$ cat src/rtl/fifo_serial_tx_pkg.sv
// Shared constants for the FIFO-fed serial transmitter: data width,
// the default bit period, the 3-bit state encodings and the parity helper.
package fifo_serial_tx_pkg;

    localparam int DATA_W           = 10;
    localparam int CLKS_PER_BIT_DEF = 4;

    localparam logic [2:0] ST_IDLE   = 3'd0;
    localparam logic [2:0] ST_READ   = 3'd1;
    localparam logic [2:0] ST_LOAD   = 3'd2;
    localparam logic [2:0] ST_START  = 3'd3;
    localparam logic [2:0] ST_DATA   = 3'd4;
    localparam logic [2:0] ST_PARITY = 3'd5;
    localparam logic [2:0] ST_STOP   = 3'd6;

    localparam logic [3:0] LAST_BIT_IDX = 4'd9;

    // Even parity: the parity bit makes the total count of ones even.
    function automatic logic even_parity(input logic [DATA_W-1:0] word);
        return ^word;
    endfunction

endpackage

$ cat src/rtl/fifo_serial_tx_bit_timer.sv
// Bit-period timer. Counts 0..CLKS_PER_BIT-1 and raises a registered tick
// during the last cycle of every period. While restart is high the count is
// held at zero, so the first period after restart drops is a full period.
// tick_next announces that tick will be high in the following cycle, which
// lets the parent register its end-of-frame pulse without a decode glitch.
module bit_timer
    import fifo_serial_tx_pkg::*;
#(
    parameter int CLKS_PER_BIT = CLKS_PER_BIT_DEF
) (
    input  logic CLK,
    input  logic RST,
    input  logic restart,
    output logic tick,
    output logic tick_next
);

    localparam logic [7:0] LAST_CNT = 8'(CLKS_PER_BIT - 1);

    logic [7:0] cnt_r;
    logic [7:0] cnt_next_s;
    logic       tick_r;

    // Next count: hold at zero on restart, wrap at the end of a period.
    always_comb begin
        cnt_next_s = 8'd0;
        if (restart) begin
            cnt_next_s = 8'd0;
        end else if (cnt_r == LAST_CNT) begin
            cnt_next_s = 8'd0;
        end else begin
            cnt_next_s = cnt_r + 8'd1;
        end
    end

    // Count register and registered end-of-period tick.
    always_ff @(posedge CLK) begin
        if (RST) begin
            cnt_r  <= 8'd0;
            tick_r <= 1'b0;
        end else begin
            cnt_r  <= cnt_next_s;
            tick_r <= (cnt_next_s == LAST_CNT);
        end
    end

    assign tick      = tick_r;
    assign tick_next = (cnt_next_s == LAST_CNT);

endmodule

$ cat src/rtl/fifo_serial_tx.sv
// FIFO-fed serial transmitter. Pops one word from an upstream FIFO, then
// sends start bit, 10 data bits LSB first, optional even parity and a stop
// bit. All outputs are registered from the next-state values so each one
// lines up exactly with the state it belongs to.
module fifo_serial_tx
    import fifo_serial_tx_pkg::*;
#(
    parameter int CLKS_PER_BIT = CLKS_PER_BIT_DEF,
    parameter bit PARITY_EN    = 1'b0
) (
    input  logic              CLK,
    input  logic              RST,
    input  logic              Empty,
    input  logic [DATA_W-1:0] Din,
    output logic              RD_EN,
    output logic              TX,
    output logic              Busy,
    output logic              Done,
    output logic [7:0]        Word_Cnt
);

    logic [2:0]        state_r;
    logic [2:0]        state_next_s;
    logic [DATA_W-1:0] shift_r;
    logic [DATA_W-1:0] shift_next_s;
    logic [3:0]        bit_idx_r;
    logic [3:0]        bit_idx_next_s;
    logic              parity_r;
    logic              parity_next_s;
    logic              tx_r;
    logic              tx_next_s;
    logic              rd_en_r;
    logic              busy_r;
    logic              done_r;
    logic              done_next_s;
    logic [7:0]        word_cnt_r;
    logic              restart_s;
    logic              tick_s;
    logic              tick_next_s;

    // The bit timer free-runs only while a frame is on the line.
    assign restart_s = (state_r == ST_IDLE) || (state_r == ST_READ) || (state_r == ST_LOAD);

    bit_timer #(
        .CLKS_PER_BIT (CLKS_PER_BIT)
    ) u_bit_timer (
        .CLK       (CLK),
        .RST       (RST),
        .restart   (restart_s),
        .tick      (tick_s),
        .tick_next (tick_next_s)
    );

    // Next state, shift register, bit index and parity.
    always_comb begin
        state_next_s   = state_r;
        shift_next_s   = shift_r;
        bit_idx_next_s = bit_idx_r;
        parity_next_s  = parity_r;
        case (state_r)
            ST_IDLE: begin
                if (!Empty) begin
                    state_next_s = ST_READ;
                end else begin
                    state_next_s = ST_IDLE;
                end
            end
            ST_READ: begin
                state_next_s = ST_LOAD;
            end
            ST_LOAD: begin
                shift_next_s   = Din;
                parity_next_s  = even_parity(Din);
                bit_idx_next_s = 4'd0;
                state_next_s   = ST_START;
            end
            ST_START: begin
                if (tick_s) begin
                    state_next_s = ST_DATA;
                end else begin
                    state_next_s = ST_START;
                end
            end
            ST_DATA: begin
                if (tick_s) begin
                    if (bit_idx_r == LAST_BIT_IDX) begin
                        bit_idx_next_s = 4'd0;
                        if (PARITY_EN) begin
                            state_next_s = ST_PARITY;
                        end else begin
                            state_next_s = ST_STOP;
                        end
                    end else begin
                        bit_idx_next_s = bit_idx_r + 4'd1;
                        shift_next_s   = {1'b0, shift_r[DATA_W-1:1]};
                        state_next_s   = ST_DATA;
                    end
                end else begin
                    state_next_s = ST_DATA;
                end
            end
            ST_PARITY: begin
                if (tick_s) begin
                    state_next_s = ST_STOP;
                end else begin
                    state_next_s = ST_PARITY;
                end
            end
            ST_STOP: begin
                if (tick_s) begin
                    state_next_s = ST_IDLE;
                end else begin
                    state_next_s = ST_STOP;
                end
            end
            default: begin
                state_next_s = ST_IDLE;
            end
        endcase
    end

    // Line level for the coming cycle, derived from the coming state.
    always_comb begin
        tx_next_s = 1'b1;
        case (state_next_s)
            ST_START:  tx_next_s = 1'b0;
            ST_DATA:   tx_next_s = shift_next_s[0];
            ST_PARITY: tx_next_s = parity_next_s;
            default:   tx_next_s = 1'b1;
        endcase
    end

    // Done marks the last STOP cycle: next state is STOP and the timer ends its period.
    assign done_next_s = (state_next_s == ST_STOP) && tick_next_s;

    // State, datapath and registered outputs; reset abandons any partial frame.
    always_ff @(posedge CLK) begin
        if (RST) begin
            state_r    <= ST_IDLE;
            shift_r    <= {DATA_W{1'b0}};
            bit_idx_r  <= 4'd0;
            parity_r   <= 1'b0;
            tx_r       <= 1'b1;
            rd_en_r    <= 1'b0;
            busy_r     <= 1'b0;
            done_r     <= 1'b0;
            word_cnt_r <= 8'd0;
        end else begin
            state_r   <= state_next_s;
            shift_r   <= shift_next_s;
            bit_idx_r <= bit_idx_next_s;
            parity_r  <= parity_next_s;
            tx_r      <= tx_next_s;
            rd_en_r   <= (state_next_s == ST_READ);
            busy_r    <= (state_next_s != ST_IDLE);
            done_r    <= done_next_s;
            if (done_next_s) begin
                word_cnt_r <= word_cnt_r + 8'd1;
            end else begin
                word_cnt_r <= word_cnt_r;
            end
        end
    end

    assign RD_EN    = rd_en_r;
    assign TX       = tx_r;
    assign Busy     = busy_r;
    assign Done     = done_r;
    assign Word_Cnt = word_cnt_r;

endmodule

$ cat config.mk
export PLATFORM = sky130hd
export DESIGN_NAME = fifo_serial_tx
export DESIGN_NICKNAME = d
export VERILOG_FILES = /design/src/rtl/fifo_serial_tx_pkg.sv /design/src/rtl/fifo_serial_tx_bit_timer.sv /design/src/rtl/fifo_serial_tx.sv
export SDC_FILE = /design/constraint.sdc
export NUM_CORES = 1
export LEC_CHECK = 0
export CAP_MARGIN = 20
export CORE_MARGIN = 3
export CORE_UTILIZATION = 45
export CTS_CLUSTER_DIAMETER = 100
export DETAILED_ROUTE_END_ITERATION = 7
export PLACE_DENSITY = 0.67
export SYNTH_ARGS = -nofsm -noshare
export SYNTH_HDL_FRONTEND = slang
export SYNTH_HIERARCHICAL = 1
export SYNTH_SLANG_ARGS = --single-unit
export TNS_END_PERCENT = 100
$ cat constraint.sdc
create_clock -name CLK -period 2.8 [get_ports CLK]
set_input_delay 0.42 -clock CLK [delete_from_list [all_inputs] [get_ports CLK]]
set_output_delay 0.42 -clock CLK [all_outputs]
set_load 0.02 [all_outputs]
==> results by group <==
CTS
  • CTS max path bufs: 2
  • Clk sinks: 39
  • CTS tree: yes
  • Post-CTS Resized: 0
  • Setup Fix Bufs, Post-CTS: 0
  • Post-CTS Hold Buffers: 0
  • Root Buffer: clkbuf_8
  • Clock transition time at the flip-flop clock pins of the worst setup and hold paths: 70 ps
  • Total CTS buffers: 5
  • H-Tree Depth: 2
  • Clk_lat worst skew: 290 ps

Power and ir drop
  • Pint: 0.8521 mW
  • Sequential power share: 0.522
  • Combinational share of power: 0.163
  • Overall Power: 1.160 mW
  • Max VDD drop: 0.3626 mV
  • LEAKAGE: 0.8018 nW
  • Clock power share: 0.315
  • Sw Share: 0.2652
  • Power Density: 501.0 nW/um^2
  • Switching pwr: 0.3075 mW

Layout
  • Final nets: 264
  • P&R area growth vs syn: 19.12%
  • Layout cells sized above 1: 0.07287
  • Final Instance Area: 2315 um^2
  • Final core occ: 0.5664
  • Register area: 780.7 um^2
  • Footprint of the multi-input gates: 1094 um^2
  • Number of diodes: 0
  • Most frequent cells in the layout: dfxtp_1, nor2_1, clkdlybuf4s50_1, xnor2_1, nand2_1
  • Most common cell after layout, fill and taps aside: dfxtp_1
  • Fillers: 404
  • Fin cells: 297

Place
  • Detailed placer's ending HPWL: 2.755 mm
  • Number of placed cells counting well taps: 289
  • Dpl cell area: 2233 um^2
  • PortBufs: 24
  • Worst slack at placement: 266.4 ps
  • Final Wtd Congestion: 0.8086

Drt
  • DR iter-0 viols: 162
  • Routed Antenna Nets: 0
  • WL per Instance: 13.11 um
  • Routed Wire Length: 3.895 mm
  • Post-route DRC: 0
  • DRT Pass-1 Iters: 5
  • Detailed-route via count: 1660
  • Vias per cell: 5.589

Timing
  • Period utilization: 0.9114
  • Worst hold slack: 488.8 ps
  • Post-route setup slack: 248.2 ps
  • Final setup viols: 0
  • Max Freq: 391.9 MHz
  • Setup TNS: 0 ps
  • Minimum clock period: 2552 ps
  • Slew HR: 0.4991
  • Slew @ Worst Pin: 746.3 ps
  • Fin. max-slew vios: 0
  • Clock skew: 6.894 ps
  • RSZ-0062 raised after global routing: no
  • Hold Vio Cnt, Final: 0

Worst setup path
  • Critical Path RT: 3020 ps
  • Most frequent cell on the critical path: nand2_1
  • Critical Setup Path Class: reg2reg
  • Crit path launch type: register
  • Crit. End Element: register
  • Largest stage delay, worst path: 530 ps
  • Worst Path Arrival: 2770 ps
  • Critical path peak fanout: 8
  • Cell Chain, Critical Path: ha_1 -> or4b_4 -> nor4_4 -> nand2_1 -> o21ai_0 -> nand2_1 -> a21o_1 -> or4_1 -> a21oi_1
  • Slowest cell on the critical path: or4_1

GRT
  • GR Layer Usage met3: 0.04348
  • Initial antenna violation count: 0
  • First-pass GRT wire length: 6.755 mm
  • GRT busiest layer: met2
  • Largest net degree at the start of global routing: 21
  • Total grt overflow: 0
  • Met2 Use GR: 0.2694
  • Routing usage on met1: 0.2093
  • GR Util All Layers: 0.1628
  • Number of global-route vias before repair: 1538

Floorplan
  • Die extent in x: 71.71 um
  • Initial core utilization: 0.4755
  • Core ar.: 4086 um^2
  • Die area: 5142 um^2
  • Placement Rows: 23
  • Height of the chip: 71.71 um
  • Top Ports: 25

Logic synthesis
  • Synthesis-stage register bit count: 39
  • Ys Warns: 6
  • Post-synthesis sequential area ratio: 0.4018
  • Synthesized Nets: 240
  • Netlist cell types: 44
  • Syn Std Cell Area: 1943 um^2
  • Avg Cell Area, Syn: 8.753 um^2
  • Cells after Synth: 222

Flow run
  • # Max-Cap Violations: 0

Hold path
  • Worst hold path type: reg2reg

Status
  • Status: finished clean
worst max-delay path: cells and delay by family (launching register included):
family | cells | cell delay (ps)
flip-flops | 1 | 340
adder cells (fa/ha/maj) | 1 | 220
AND/OR/NAND/NOR | 5 | 1430
AO/OA/AOI/OAI | 3 | 500
cell usage after synthesis (all sizes together):
master,count,area share
nand2b,4,0.013
a311oi,1,0.0045
inv,3,0.0058
dfxtp,39,0.40
or2,1,0.0045
nor4b,1,0.0045
a222oi,8,0.041
nor3b,4,0.015
nand3,8,0.021
clkbuf,6,0.012
o211a,1,0.0052
a211oi,5,0.019
a22oi,1,0.0039
nand4,3,0.0097
nand3b,1,0.0039
nand2,14,0.027
o21bai,1,0.0039
a221oi,1,0.0045
or4b,1,0.0071
nand4b,1,0.0045
xor2,6,0.027
and3b,3,0.014
and2,1,0.0032
and3,2,0.0064
nor2,29,0.056
nor4,1,0.011
or4,3,0.012
or3,3,0.012
a31oi,1,0.0032
a21boi,2,0.0077
ha,5,0.032
o31ai,3,0.012
a21oi,13,0.035
a21o,3,0.012
buf,7,0.018
xnor2,15,0.068
nor2b,3,0.0097
o21ai,11,0.030
nor3,6,0.015
o2111ai,1,0.0045
final timing paths:
path	start	end	slack [ps]	depth (start not counted)
setup / recovery	u_bit_timer/cnt_r[0]$_SDFF_PP0_	Word_Cnt[5]$_SDFFE_PP0P_	250	9
hold / removal	Word_Cnt[7]$_SDFFE_PP0P_	Word_Cnt[7]$_SDFFE_PP0P_	490	2
setup reg to reg	u_bit_timer/cnt_r[0]$_SDFF_PP0_	Word_Cnt[5]$_SDFFE_PP0P_	250	9
hold reg to reg	Word_Cnt[7]$_SDFFE_PP0P_	Word_Cnt[7]$_SDFFE_PP0P_	490	2
final cells by class:
type,count,area share
multi-input cells,167,0.4724
inverters,3,0.004865
clock buffers,7,0.03297
repair buffers,30,0.1232
well taps,50,0.02703
flip-flops and latches,39,0.3373
clock inverters,1,0.002162
layer usage:
metal / wire length (um) / up-vias / part of all wire
li1: - / 852 / -
met1: 1896 / 778 / 0.49
met2: 1825 / 25 / 0.47
met3: 138 / 5 / 0.035
met4: 34 / 0 / 0.0087
met5: 0 / - / 0
state kept, by name, summed over array words and instances (netlist names):
| name | count |
|---|---|
| parity_r | 1 |
| shift_r | 10 |
| bit_idx_r | 4 |
| Busy | 1 |
| TX | 1 |
| Done | 1 |
| u_bit_timer/tick | 1 |
| u_bit_timer/cnt_r | 8 |
| RD_EN | 1 |
| state_r | 3 |
| Word_Cnt | 8 |
logic make-up after synthesis:
| logic type | after synthesis | synth area share |
|---|---|---|
| fa+ha+maj | 5 | 0.03220 |
| flops | 39 | 0.4018 |
| buf+inv | 16 | 0.03541 |
| simple gates | 89 | 0.2492 |
| xor+xnor | 21 | 0.09466 |
| compound gates | 52 | 0.1867 |
power groups by stage:
stage	combinational [mW]	sequential [mW]	clock [mW]
5_1_grt	0.213	0.609	0.395
3_3_place_gp	0.189	0.617	0
6_report	0.189	0.605	0.365
3_5_place_dp	0.191	0.618	0
4_1_cts	0.191	0.605	0.375
2_1_floorplan	0.125	0.618	0
Power figures use the tool's default switching activity.
